$ cat src/rtl/pipeline_stall_controller.sv
// Pipeline stall/flush controller.
// This block is the only source of the PC and IF/ID write enables, the IF/ID flush,
// the ID/EX bubble and the global stage enable. It sequences run, single-step,
// HALT draining and debug halting. It also runs a consecutive-stall watchdog and
// keeps two saturating event counters.
module pipeline_stall_controller #(
  parameter int CNT_W        = 16,
  parameter int DRAIN_CYCLES = 4,
  parameter int STALL_LIMIT  = 8
) (
  input  logic             i_clk,
  input  logic             i_rst_n,
  input  logic             i_stall,
  input  logic             i_branch_taken,
  input  logic             i_halt_instr,
  input  logic             i_dbg_run,
  input  logic             i_dbg_step,
  input  logic             i_dbg_halt_req,
  output logic             o_pipe_en,
  output logic             o_pc_write,
  output logic             o_if_id_write,
  output logic             o_if_id_flush,
  output logic             o_id_ex_bubble,
  output logic             o_halted,
  output logic             o_prog_end,
  output logic             o_stall_timeout,
  output logic [CNT_W-1:0] o_stall_cnt,
  output logic [CNT_W-1:0] o_flush_cnt
);

  // Drain down-counter holds DRAIN_CYCLES-1 .. 0; the watchdog counts up to STALL_LIMIT-1.
  localparam int DRN_W = (DRAIN_CYCLES > 1) ? $clog2(DRAIN_CYCLES) : 1;
  localparam int WD_W  = $clog2(STALL_LIMIT + 1);
  localparam logic [DRN_W-1:0] DRAIN_INIT = DRN_W'(DRAIN_CYCLES - 1);
  localparam logic [WD_W-1:0]  WD_TRIP    = WD_W'(STALL_LIMIT - 1);

  typedef enum logic [1:0] {
    ST_HALTED = 2'd0,
    ST_RUN    = 2'd1,
    ST_STEP   = 2'd2,
    ST_DRAIN  = 2'd3
  } state_t;

  state_t           state_q, state_d;
  logic [DRN_W-1:0] drain_cnt_q, drain_cnt_d;
  logic [WD_W-1:0]  wd_cnt_q, wd_cnt_d;
  logic             prog_end_q, prog_end_d;
  logic             timeout_q, timeout_d;
  logic [CNT_W-1:0] stall_cnt_q, stall_cnt_d;
  logic [CNT_W-1:0] flush_cnt_q, flush_cnt_d;

  logic issuing;      // RUN or STEP: the hazard/branch/halt inputs are honoured
  logic stall_apply;  // a hazard stall is being applied this cycle
  logic halt_decode;  // HALT accepted this cycle (a stall takes precedence over it)
  logic wd_trip;      // this stalled RUN cycle completes the watchdog limit

  // The counters stick at all-ones instead of wrapping.
  function automatic logic [CNT_W-1:0] sat_inc(input logic [CNT_W-1:0] v);
    return (&v) ? v : v + CNT_W'(1);
  endfunction

  // Decode the qualifying conditions that both the gating and the next-state logic share.
  always_comb begin
    issuing     = (state_q == ST_RUN) || (state_q == ST_STEP);
    stall_apply = issuing && i_stall;
    halt_decode = issuing && !i_stall && i_halt_instr;
    wd_trip     = (state_q == ST_RUN) && i_stall && (wd_cnt_q == WD_TRIP);
  end

  // Zero-latency gating outputs from the current state and the event inputs.
  always_comb begin
    o_pipe_en      = 1'b0;
    o_pc_write     = 1'b0;
    o_if_id_write  = 1'b0;
    o_if_id_flush  = 1'b0;
    o_id_ex_bubble = 1'b0;
    o_halted       = (state_q == ST_HALTED);
    case (state_q)
      ST_RUN, ST_STEP: begin
        o_pipe_en = 1'b1;
        if (i_stall) begin
          // A stall wins over a taken branch: its operands are not ready yet.
          o_id_ex_bubble = 1'b1;
        end else if (i_halt_instr) begin
          // HALT is not issued. It is replaced by a bubble while the older instructions drain.
          o_id_ex_bubble = 1'b1;
        end else if (i_branch_taken) begin
          o_pc_write    = 1'b1;
          o_if_id_write = 1'b1;
          o_if_id_flush = 1'b1;
        end else begin
          o_pc_write    = 1'b1;
          o_if_id_write = 1'b1;
        end
      end
      ST_DRAIN: begin
        o_pipe_en      = 1'b1;
        o_id_ex_bubble = 1'b1;
      end
      default: ;
    endcase
  end

  // Next-state and bookkeeping: state transitions, drain countdown, watchdog, stickies, counters.
  always_comb begin
    state_d     = state_q;
    drain_cnt_d = drain_cnt_q;
    prog_end_d  = prog_end_q;
    timeout_d   = timeout_q | wd_trip;
    stall_cnt_d = stall_apply   ? sat_inc(stall_cnt_q) : stall_cnt_q;
    flush_cnt_d = o_if_id_flush ? sat_inc(flush_cnt_q) : flush_cnt_q;

    // The watchdog tracks only unbroken runs of stalled RUN cycles.
    if ((state_q == ST_RUN) && i_stall && !wd_trip) begin
      wd_cnt_d = wd_cnt_q + WD_W'(1);
    end else begin
      wd_cnt_d = '0;
    end

    case (state_q)
      ST_HALTED: begin
        // Run wins over step. A new run also starts a new program, so prog_end is cleared.
        if (i_dbg_run) begin
          state_d    = ST_RUN;
          prog_end_d = 1'b0;
        end else if (i_dbg_step) begin
          state_d = ST_STEP;
        end
      end
      ST_RUN: begin
        if (i_dbg_halt_req || !i_dbg_run || wd_trip) begin
          state_d = ST_HALTED;
        end else if (halt_decode) begin
          state_d     = ST_DRAIN;
          drain_cnt_d = DRAIN_INIT;
        end
      end
      ST_STEP: begin
        // A step grants exactly one enabled cycle. A HALT decoded in that cycle still drains.
        if (halt_decode && !i_dbg_halt_req) begin
          state_d     = ST_DRAIN;
          drain_cnt_d = DRAIN_INIT;
        end else begin
          state_d = ST_HALTED;
        end
      end
      ST_DRAIN: begin
        // A debug halt abandons the drain, so the program is not marked as ended.
        if (i_dbg_halt_req) begin
          state_d = ST_HALTED;
        end else if (drain_cnt_q == '0) begin
          state_d    = ST_HALTED;
          prog_end_d = 1'b1;
        end else begin
          drain_cnt_d = drain_cnt_q - DRN_W'(1);
        end
      end
      default: state_d = ST_HALTED;
    endcase
  end

  // State register. Reset returns the block to HALTED with all counts and flags clear.
  always_ff @(posedge i_clk or negedge i_rst_n) begin
    if (!i_rst_n) begin
      state_q     <= ST_HALTED;
      drain_cnt_q <= '0;
      wd_cnt_q    <= '0;
      prog_end_q  <= 1'b0;
      timeout_q   <= 1'b0;
      stall_cnt_q <= '0;
      flush_cnt_q <= '0;
    end else begin
      state_q     <= state_d;
      drain_cnt_q <= drain_cnt_d;
      wd_cnt_q    <= wd_cnt_d;
      prog_end_q  <= prog_end_d;
      timeout_q   <= timeout_d;
      stall_cnt_q <= stall_cnt_d;
      flush_cnt_q <= flush_cnt_d;
    end
  end

  assign o_prog_end      = prog_end_q;
  assign o_stall_timeout = timeout_q;
  assign o_stall_cnt     = stall_cnt_q;
  assign o_flush_cnt     = flush_cnt_q;

endmodule

$ cat config.mk
export PLATFORM = sky130hd
export DESIGN_NAME = pipeline_stall_controller
export DESIGN_NICKNAME = d
export VERILOG_FILES = /design/src/rtl/pipeline_stall_controller.sv
export SDC_FILE = /design/constraint.sdc
export NUM_CORES = 1
export LEC_CHECK = 0
export BUFFER_PORTS_ARGS = -buffer_cell sky130_fd_sc_hd__buf_2
export CAP_MARGIN = 20
export CORE_AREA = 2 2 71 73
export DETAILED_ROUTE_END_ITERATION = 16
export DIE_AREA = 0 0 73 75
export GPL_TIMING_DRIVEN = 0
export PLACE_DENSITY = 0.71
export SYNTH_ARGS = -nofsm -noshare
export SYNTH_HDL_FRONTEND = slang
export SYNTH_SLANG_ARGS = --single-unit
export TNS_END_PERCENT = 20
$ cat constraint.sdc
create_clock -name i_clk -period 6.17 [get_ports i_clk]
set_clock_uncertainty 0.05 [all_clocks]
set_input_delay 1.5425 -clock i_clk [delete_from_list [all_inputs] [get_ports i_clk]]
set_output_delay 1.5425 -clock i_clk [all_outputs]
set_load 0.02 [all_outputs]
Word level (Yosys, flattened, before mapping)
Index checks and enable logic that the tools add are counted.
- bits in registers: 42
- bits of input ports: 8
- output and inout port bits: 40
- logic and storage cells: 84
- add/subtract/negate cells: 4
- equal/unequal tests: 14
- multiplexer cells: 29
- bitwise operators: 3
- reduce and logical (&&, ||, !) cells: 27
- operators with widths (cell ; number):
    $add A16 B1 Y16 const B ; 2
    $reduce_and A16 Y1 ; 2
    $mux W2 ; 11
    $mux W1 ; 13
    $ne A2 B2 Y1 const B ; 6
    $pmux W2 S4 ; 1
    $logic_and A1 B1 Y1 ; 7
    $ne A3 B3 Y1 const B ; 2
    $pmux W2 S3 ; 1
    $reduce_and A6 Y1 ; 1
    $add A4 B1 Y4 const B ; 1
    $eq A2 B2 Y1 const B ; 2
    $eq A4 B3 Y1 const B ; 1
    $logic_not A1 Y1 ; 4
    $logic_not A2 Y1 ; 2
    $mux W4 ; 1
    $pmux W1 S2 ; 2
    $reduce_and A2 Y1 ; 2
    $reduce_and A4 Y1 ; 1
    $logic_or A1 B1 Y1 ; 3
    $ne A3 B2 Y1 const B ; 1
    $reduce_and A3 Y1 ; 1
    $reduce_bool A3 Y1 ; 1
    $reduce_or A3 Y1 ; 1
    7 further kinds ; 8

Longest topological paths before layout
Gate-level depths: netlist of the first run.
- depth in word-level cells: 7
- depth in mapped cells: 8
- mapped depth without buffers: 7

Least setup slack after synthesis of the first run
No wires, ideal clock.
- path kind: input-to-output
- from: input port i_stall
- to: output port o_pc_write
- arrival time: 2545 ps
- data required time: 4577 ps
- setup slack: 2033 ps
- stages: 3
- buffers on the path: 2
- cells stage by stage: buf_2 -> nor3b_1 -> buf_4
- longest elaborated chain between the ends: 2
- RTL lines (item ; RTL line ; source):
    start, declared ; 13 ; input logic i_stall,
    $mux W1 (2 in series) ; - ;
    end, declared ; 20 ; output logic o_pc_write,
Every way passes these cells.

Final worst setup path of the first run
- from: input port i_halt_instr
- to: output port o_if_id_flush
- longest elaborated chain between the ends: 3
- RTL lines (item ; RTL line ; source):
    start, declared ; 15 ; input logic i_halt_instr,
    $mux W1 ; 84 ; end else if (i_halt_instr) begin
    $mux W1 ; 81 ; if (i_stall) begin
    $mux W1 ; 78 ; case (state_q)
    end, declared ; 22 ; output logic o_if_id_flush,
Every way passes these cells.

==> flow_summary.json, run 1 <==
{
  "finalCritPeriodShare_pct": 64.67,
  "synth_most_common_cell": "dfrtp_1",
  "use_met3_pct": 3.882,
  "arrival_ns": 2.40,
  "wl_per_cell_um": 13.75,
  "ant_nets": 0,
  "numPortBuffers": 47,
  "drt-pass1-iter-count": 6,
  "synth_top_area_share_pct": 45.73,
  "drc": 0,
  "worst-path-max-fanout": 7,
  "grt_max_degree": 43,
  "synth_nets": 239,
  "grt_pass1_vias": 1657,
  "grt_usage_pct": 17.80,
  "layout-drive-gt1-share_pct": 27.80,
  "boundaryPins": 48,
  "antenna_found_initial": 0,
  "numCtsBuffers": 5,
  "die_w_um": 73,
  "synth_area_per_cell_um2": 10.35,
  "cts_tree": "yes",
  "busiest_layer": "met2",
  "crit_type": "primary input to output pin",
  "status": "finished, final reports clean",
  "critPathCaptureType": "output pin",
  "start_kind": "primary input",
  "start_util_pct": 49.32,
  "worstMarginPinSlew_ns": 0.9119,
  "clock_latency_ns": 0.28,
  "setup_tns_ns": 0,
  "synthTopCellsByArea": "dfrtp_1, xor2_1, ha_1",
  "syn_inst": 222,
  "met1_usage_pct": 24.94,
  "rsz0062_at_grt": "no",
  "wirelength_um": 4552,
  "peakVddDrop_uv": 198.2,
  "row_count": 25,
  "worst_slack_ns": 2.180,
  "hp-class": "flop to flop",
  "fin_nets": 293,
  "met2_usage_pct": 27.23,
  "pre_cts_ws_ns": 2.197,
  "yosysTopAreaCell": "dfrtp_1",
  "maxCapViolCount": 0,
  "ys.flop_type": "dfrtp_1",
  "vias": 1855,
  "fmax_mhz": 250.6,
  "total_power_mw": 0.8432,
  "core_um2": 4661,
  "ctsHoldBuffers": 0,
  "numClockSinks": 42,
  "setup_viol": 0,
  "cp.required_ns": 4.58,
  "viasPerCell": 5.604,
  "dp_hpwl_um": 3300,
  "insertedDiodeCount": 0,
  "syn_area_um2": 2298,
  "rr_worst_depth": 7,
  "root_buffer": "clkbuf_8",
  "leakagePower_nw": 1.390,
  "min_period_ns": 3.990,
  "area.growth.synth_to_final_pct": 17.15,
  "yosysSeqAreaShare_pct": 45.73,
  "design.die.area_um2": 5475,
  "synth_warnings": 0,
  "finalMaxSlewViolations": 0,
  "relSlewSlack_pct": 39.21,
  "cellPowerDensity_nw_per_um2": 313.2,
  "cts_setup_buffers": 0,
  "placedCellCount": 323,
  "gp_congestion": 0.8388,
  "ff2ff_setup_slack_ns": 3.81,
  "path_clk_slew_ns": 0.08,
  "crit_path_start": "i_halt_instr",
  "cts_resized": 0,
  "synth_commonest_cells": "dfrtp_1, nand2_1, nor2_1",
  "worstReg2RegEnd": "o_flush_cnt[15]",
  "synth-edff-count": 0,
  "die_y_um": 75,
  "grt_pass1_wl_um": 7617,
  "grt_overflow": 0,
  "dr.first_iter.drc_count": 93,
  "htree_levels": 2,
  "async_flop_share_pct": 100.0,
  "ys_seq_elements": 42,
  "finalNonFillerCells": 331,
  "cp-endpoint": "o_if_id_flush",
  "clk_path_buf_depth": 2,
  "timing.rr.start": "state_q[1]",
  "hold_viol_final": 0,
  "synth.distinct_cells": 45
}
-- critical path, cell delays in order --
cell	delay, ns
buf_2	0.12
nand4bb_1	0.21
buf_2	0.21
inv_1	0.13
buf_2	0.18
-- worst min-delay path by stage --
stage / start / slack, ns / to / cells past startpoint
floorplan: wd_cnt_q[0] / 0.38 / wd_cnt_q[0] / 1
global placement: wd_cnt_q[0] / 0.40 / wd_cnt_q[0] / 1
detailed placement: wd_cnt_q[0] / 0.41 / wd_cnt_q[0] / 1
CTS: wd_cnt_q[0] / 0.42 / wd_cnt_q[0] / 1
global route: wd_cnt_q[0] / 0.44 / wd_cnt_q[0] / 1
finish: wd_cnt_q[0] / 0.41 / wd_cnt_q[0] / 1
-- power by group --
part | switching, mW | internal (mW) | leakage (nW) | total (mW)
clock network | 0.0886 | 0.0903 | 0.0482 | 0.179
registers | 0.0507 | 0.314 | 0.560 | 0.365
logic | 0.178 | 0.122 | 0.782 | 0.300
total | 0.317 | 0.526 | 1.39 | 0.843
-- state kept, by name (all words and copies together), names as in the netlist --
signal and flops:
o_prog_end 1, drain_cnt_q 2, o_flush_cnt 16, o_stall_timeout 1, state_q 2, o_stall_cnt 16
wd_cnt_q 4
-- area by class of cell --
type | count | area [um^2]
Fill cell | 439 | 1968
Multi-Input combinational cell | 164 | 1181
Sequential cell | 42 | 1051
Timing Repair Buffer | 47 | 235.2
Clock buffer | 7 | 86.33
Tap cell | 54 | 67.56
Inverter | 12 | 45.04
Buffer | 4 | 21.27
Clock inverter | 1 | 5.005
-- cell usage in the layout, fill, tap and decap left out, types with 3 or more instances in the layout --
master    synthesis  routed
clkbuf_8          0       6
dfrtp_1          42      42
nor3_1            5       5
inv_1            12      12
nor2_1           17      17
nand2_1          17      17
nor4_1            3       3
xor2_1           15      15
nand3b_1          3       3
nand3_1          14      14
o21ai_0           3       3
nand4_1          13      13
a31oi_1           3       3
xnor2_1           9       9
nor3b_1           3       3
a21oi_1           9       9
mux2_2            8       8
ha_1              9       9
and3_1            4       4
buf_2             2      49
and4_1            3       3
-- through the flow --
step / hold WS [ns] / utilization [%] / cell area [um^2]
after CTS: 0.4176 / 57.77 / 2693
after global placement: 0.3985 / 55.81 / 2601
after global routing: 0.4411 / 57.77 / 2693
after floorplan: 0.3823 / - / 2298
final: 0.4145 / 57.77 / 2693
after detailed placement: 0.4067 / 55.81 / 2601
-- per-layer routing --
| layer | share of wire, % | up-vias |
|---|---|---|
| li1 | - | 908 |
| met1 | 49 | 888 |
| met2 | 46 | 53 |
| met3 | 4.1 | 6 |
| met4 | 0.92 | 0 |
| met5 | 0 | - |
-- kinds of logic after synthesis --
kind of cell,Yosys count,synth area share (%)
AO/OA/AOI/OAI,26,7.676
adder cells (fa/ha/maj),9,4.899
XOR/XNOR,24,9.146
multiplexers,10,5.063
flip-flops,42,45.73
AND/OR/NAND/NOR,95,24.61
buffers and inverters,16,2.885
Power figures use the tool's default switching activity.
==> inputs of run 2 (changes only) <==
CORE_AREA = 2 2 72 74   (was 2 2 71 73)
DIE_AREA = 0 0 74 76   (was 0 0 73 75)
PLACE_DENSITY = 0.72   (was 0.71)
clock period = 3.5 ns   (was 6.17 ns; I/O delays follow)
==> run 2 against run 1 <==
  * Setup slack got worse by 1.5 ns
  * Via count rose by 0.70%
  * Register-to-register slack got worse by 2.6 ns
  * Combinational power rose by 78%
  * Core utilization fell by 2.2 points
  * Non-clock buffer count did not move
  * Global-route usage barely moved
  * Sequential share of layout area fell by 0.50 points
  * Power rose by 84%
  * Critical path depth rose by 1
  * Clock-buffer cell count did not move
  * Clock power rose by 110%
  * Critical endpoint unchanged
  * Largest cell class unchanged
  * Highest routed layer unchanged
==> flow_summary.json, run 2 (synthesized netlist as in run 1, its figures left out) <==
{
  "die_w_um": 74,
  "leakagePower_nw": 1.394,
  "cts_resized": 0,
  "met1_usage_pct": 23.90,
  "boundaryPins": 48,
  "numCtsBuffers": 5,
  "numClockSinks": 42,
  "peakVddDrop_uv": 396.4,
  "drt-pass1-iter-count": 4,
  "dr.first_iter.drc_count": 143,
  "design.die.area_um2": 5624,
  "row_count": 26,
  "arrival_ns": 1.88,
  "finalCritPeriodShare_pct": 80.24,
  "path_cells": "inv_1 -> ha_1 -> nand4bb_1 -> buf_2 -> inv_1 -> buf_2",
  "placedCellCount": 339,
  "htree_levels": 2,
  "seqPwrFrac_pct": 41.6,
  "viasPerCell": 5.383,
  "root_buffer": "clkbuf_8",
  "met2_usage_pct": 27.59,
  "cts_tree": "yes",
  "core_um2": 4912,
  "grt_max_degree": 43,
  "layout_commonest_cell": "buf_2",
  "grt_usage_pct": 17.83,
  "grt_pass1_vias": 1733,
  "relSlewSlack_pct": 40.20,
  "grt_pass1_wl_um": 7907,
  "p_int_mw": 0.9822,
  "busiest_layer": "met2",
  "final_area_um2": 2728,
  "place_area_um2": 2621,
  "crit_type": "flop to output pin",
  "finalNonFillerCells": 347,
  "combPwrFrac_pct": 34.3,
  "start_util_pct": 46.79,
  "wl_per_cell_um": 13.21,
  "cellPowerDensity_nw_per_um2": 569.9,
  "grt_overflow": 0,
  "antenna_found_initial": 0,
  "layout_common_cells": "buf_2, dfrtp_1, nand2_1, nor2_1, xor2_1",
  "hold_viol_final": 0,
  "ant_nets": 0,
  "worst-path-max-fanout": 8,
  "wirelength_um": 4583,
  "cts_setup_buffers": 0,
  "ctsHoldBuffers": 0,
  "path_clk_slew_ns": 0.07,
  "min_period_ns": 2.808,
  "setup_viol": 0,
  "clock_latency_ns": 0.30,
  "clk_path_buf_depth": 2,
  "cp_slowest_cell": "ha_1",
  "gp_congestion": 0.7809,
  "dp_hpwl_um": 3356,
  "fmax_mhz": 356.1,
  "die_y_um": 76,
  "finalMaxSlewViolations": 0,
  "cp.required_ns": 2.57,
  "worstMarginPinSlew_ns": 0.8970,
  "status": "finished, final reports clean",
  "p_clk_share_pct": 24.1,
  "vias": 1868,
  "use_met3_pct": 5.423,
  "setup_tns_ns": 0,
  "fin_nets": 293,
  "maxCapViolCount": 0,
  "swShare_pct": 36.82,
  "layout-drive-gt1-share_pct": 27.44,
  "hp-class": "flop to flop",
  "insertedDiodeCount": 0,
  "drc": 0,
  "start_kind": "flop",
  "area.growth.synth_to_final_pct": 18.67,
  "numPortBuffers": 47,
  "worst_hold_slack_ns": 0.4180,
  "p_sw_mw": 0.5724,
  "rsz0062_at_grt": "no",
  "critPathMaxStageDelay_ns": 0.43,
  "critPathCaptureType": "output pin"
}
==> run 2: cell types whose count changed in the layout (fill, tap and decap cells not counted), sizes merged <==
cell,previous run,this run
bufinv,0,1
clkinv,1,0
==> run 2: layout make-up <==
| cell class | instances | area (um^2) |
|---|---|---|
| Inverter | 12 | 45.04 |
| Tap cell | 70 | 87.58 |
| Clock buffer | 7 | 76.32 |
| Clock inverter | 1 | 30.03 |
| Timing Repair Buffer | 47 | 235.2 |
| Fill cell | 444 | 2185 |
| Multi-Input combinational cell | 164 | 1181 |
| Buffer | 4 | 21.27 |
| Sequential cell | 42 | 1051 |
==> run 2: path summary, 6_finish.rpt <==
| check | depth (start not counted) | slack [ns] | end | from |
|---|---|---|---|---|
| worst min-delay path | 1 | 0.42 | wd_cnt_q[0] | wd_cnt_q[0] |
| worst max-delay path | 6 | 0.69 | o_if_id_flush | state_q[0] |
| max in group asynchronous | 1 | 2.18 | wd_cnt_q[2] | i_rst_n |
| worst min register to register | 1 | 0.42 | wd_cnt_q[0] | wd_cnt_q[0] |
| min in group asynchronous | 1 | 0.65 | o_prog_end | i_rst_n |
| worst max register to register | 7 | 1.19 | o_flush_cnt[15] | state_q[0] |
==> run 2: power by group through the flow <==
stage	Combinational, mW	Clock [mW]	Sequential, mW
2_1_floorplan	0.323	0	0.698
4_1_cts	0.540	0.387	0.645
3_5_place_dp	0.534	0	0.654
5_1_grt	0.591	0.408	0.659
6_report	0.534	0.375	0.646
3_3_place_gp	0.520	0	0.653
==> run 2: metal layers <==
metal  share of wire (%)  wire, um  vias to the layer above
met5                   0         0                        -
met4                 1.5        69                        0
met3                 6.2       284                       10
met2                  49      2241                       57
met1                  43      1987                      890
li1                    -         -                      911
==> run 2: critical path: cells and delay by family, from the launching register on <==
family / cells / cell delay (ns)
adders and majority gates: 1 / 0.43
buffers and inverters: 4 / 0.61
DFF: 1 / 0.41
and+or+nand+nor: 1 / 0.15
==> run 2: stage by stage <==
stage                     setup WS [ns]  utilization, %  total power [mW]
after floorplan                  0.6979               -             1.021
after global placement           0.8580           53.36             1.173
after detailed placement         0.8679           53.36             1.188
after CTS                        0.6596           55.53             1.572
after global routing             0.5521           55.53             1.658
final                            0.6918           55.53             1.555
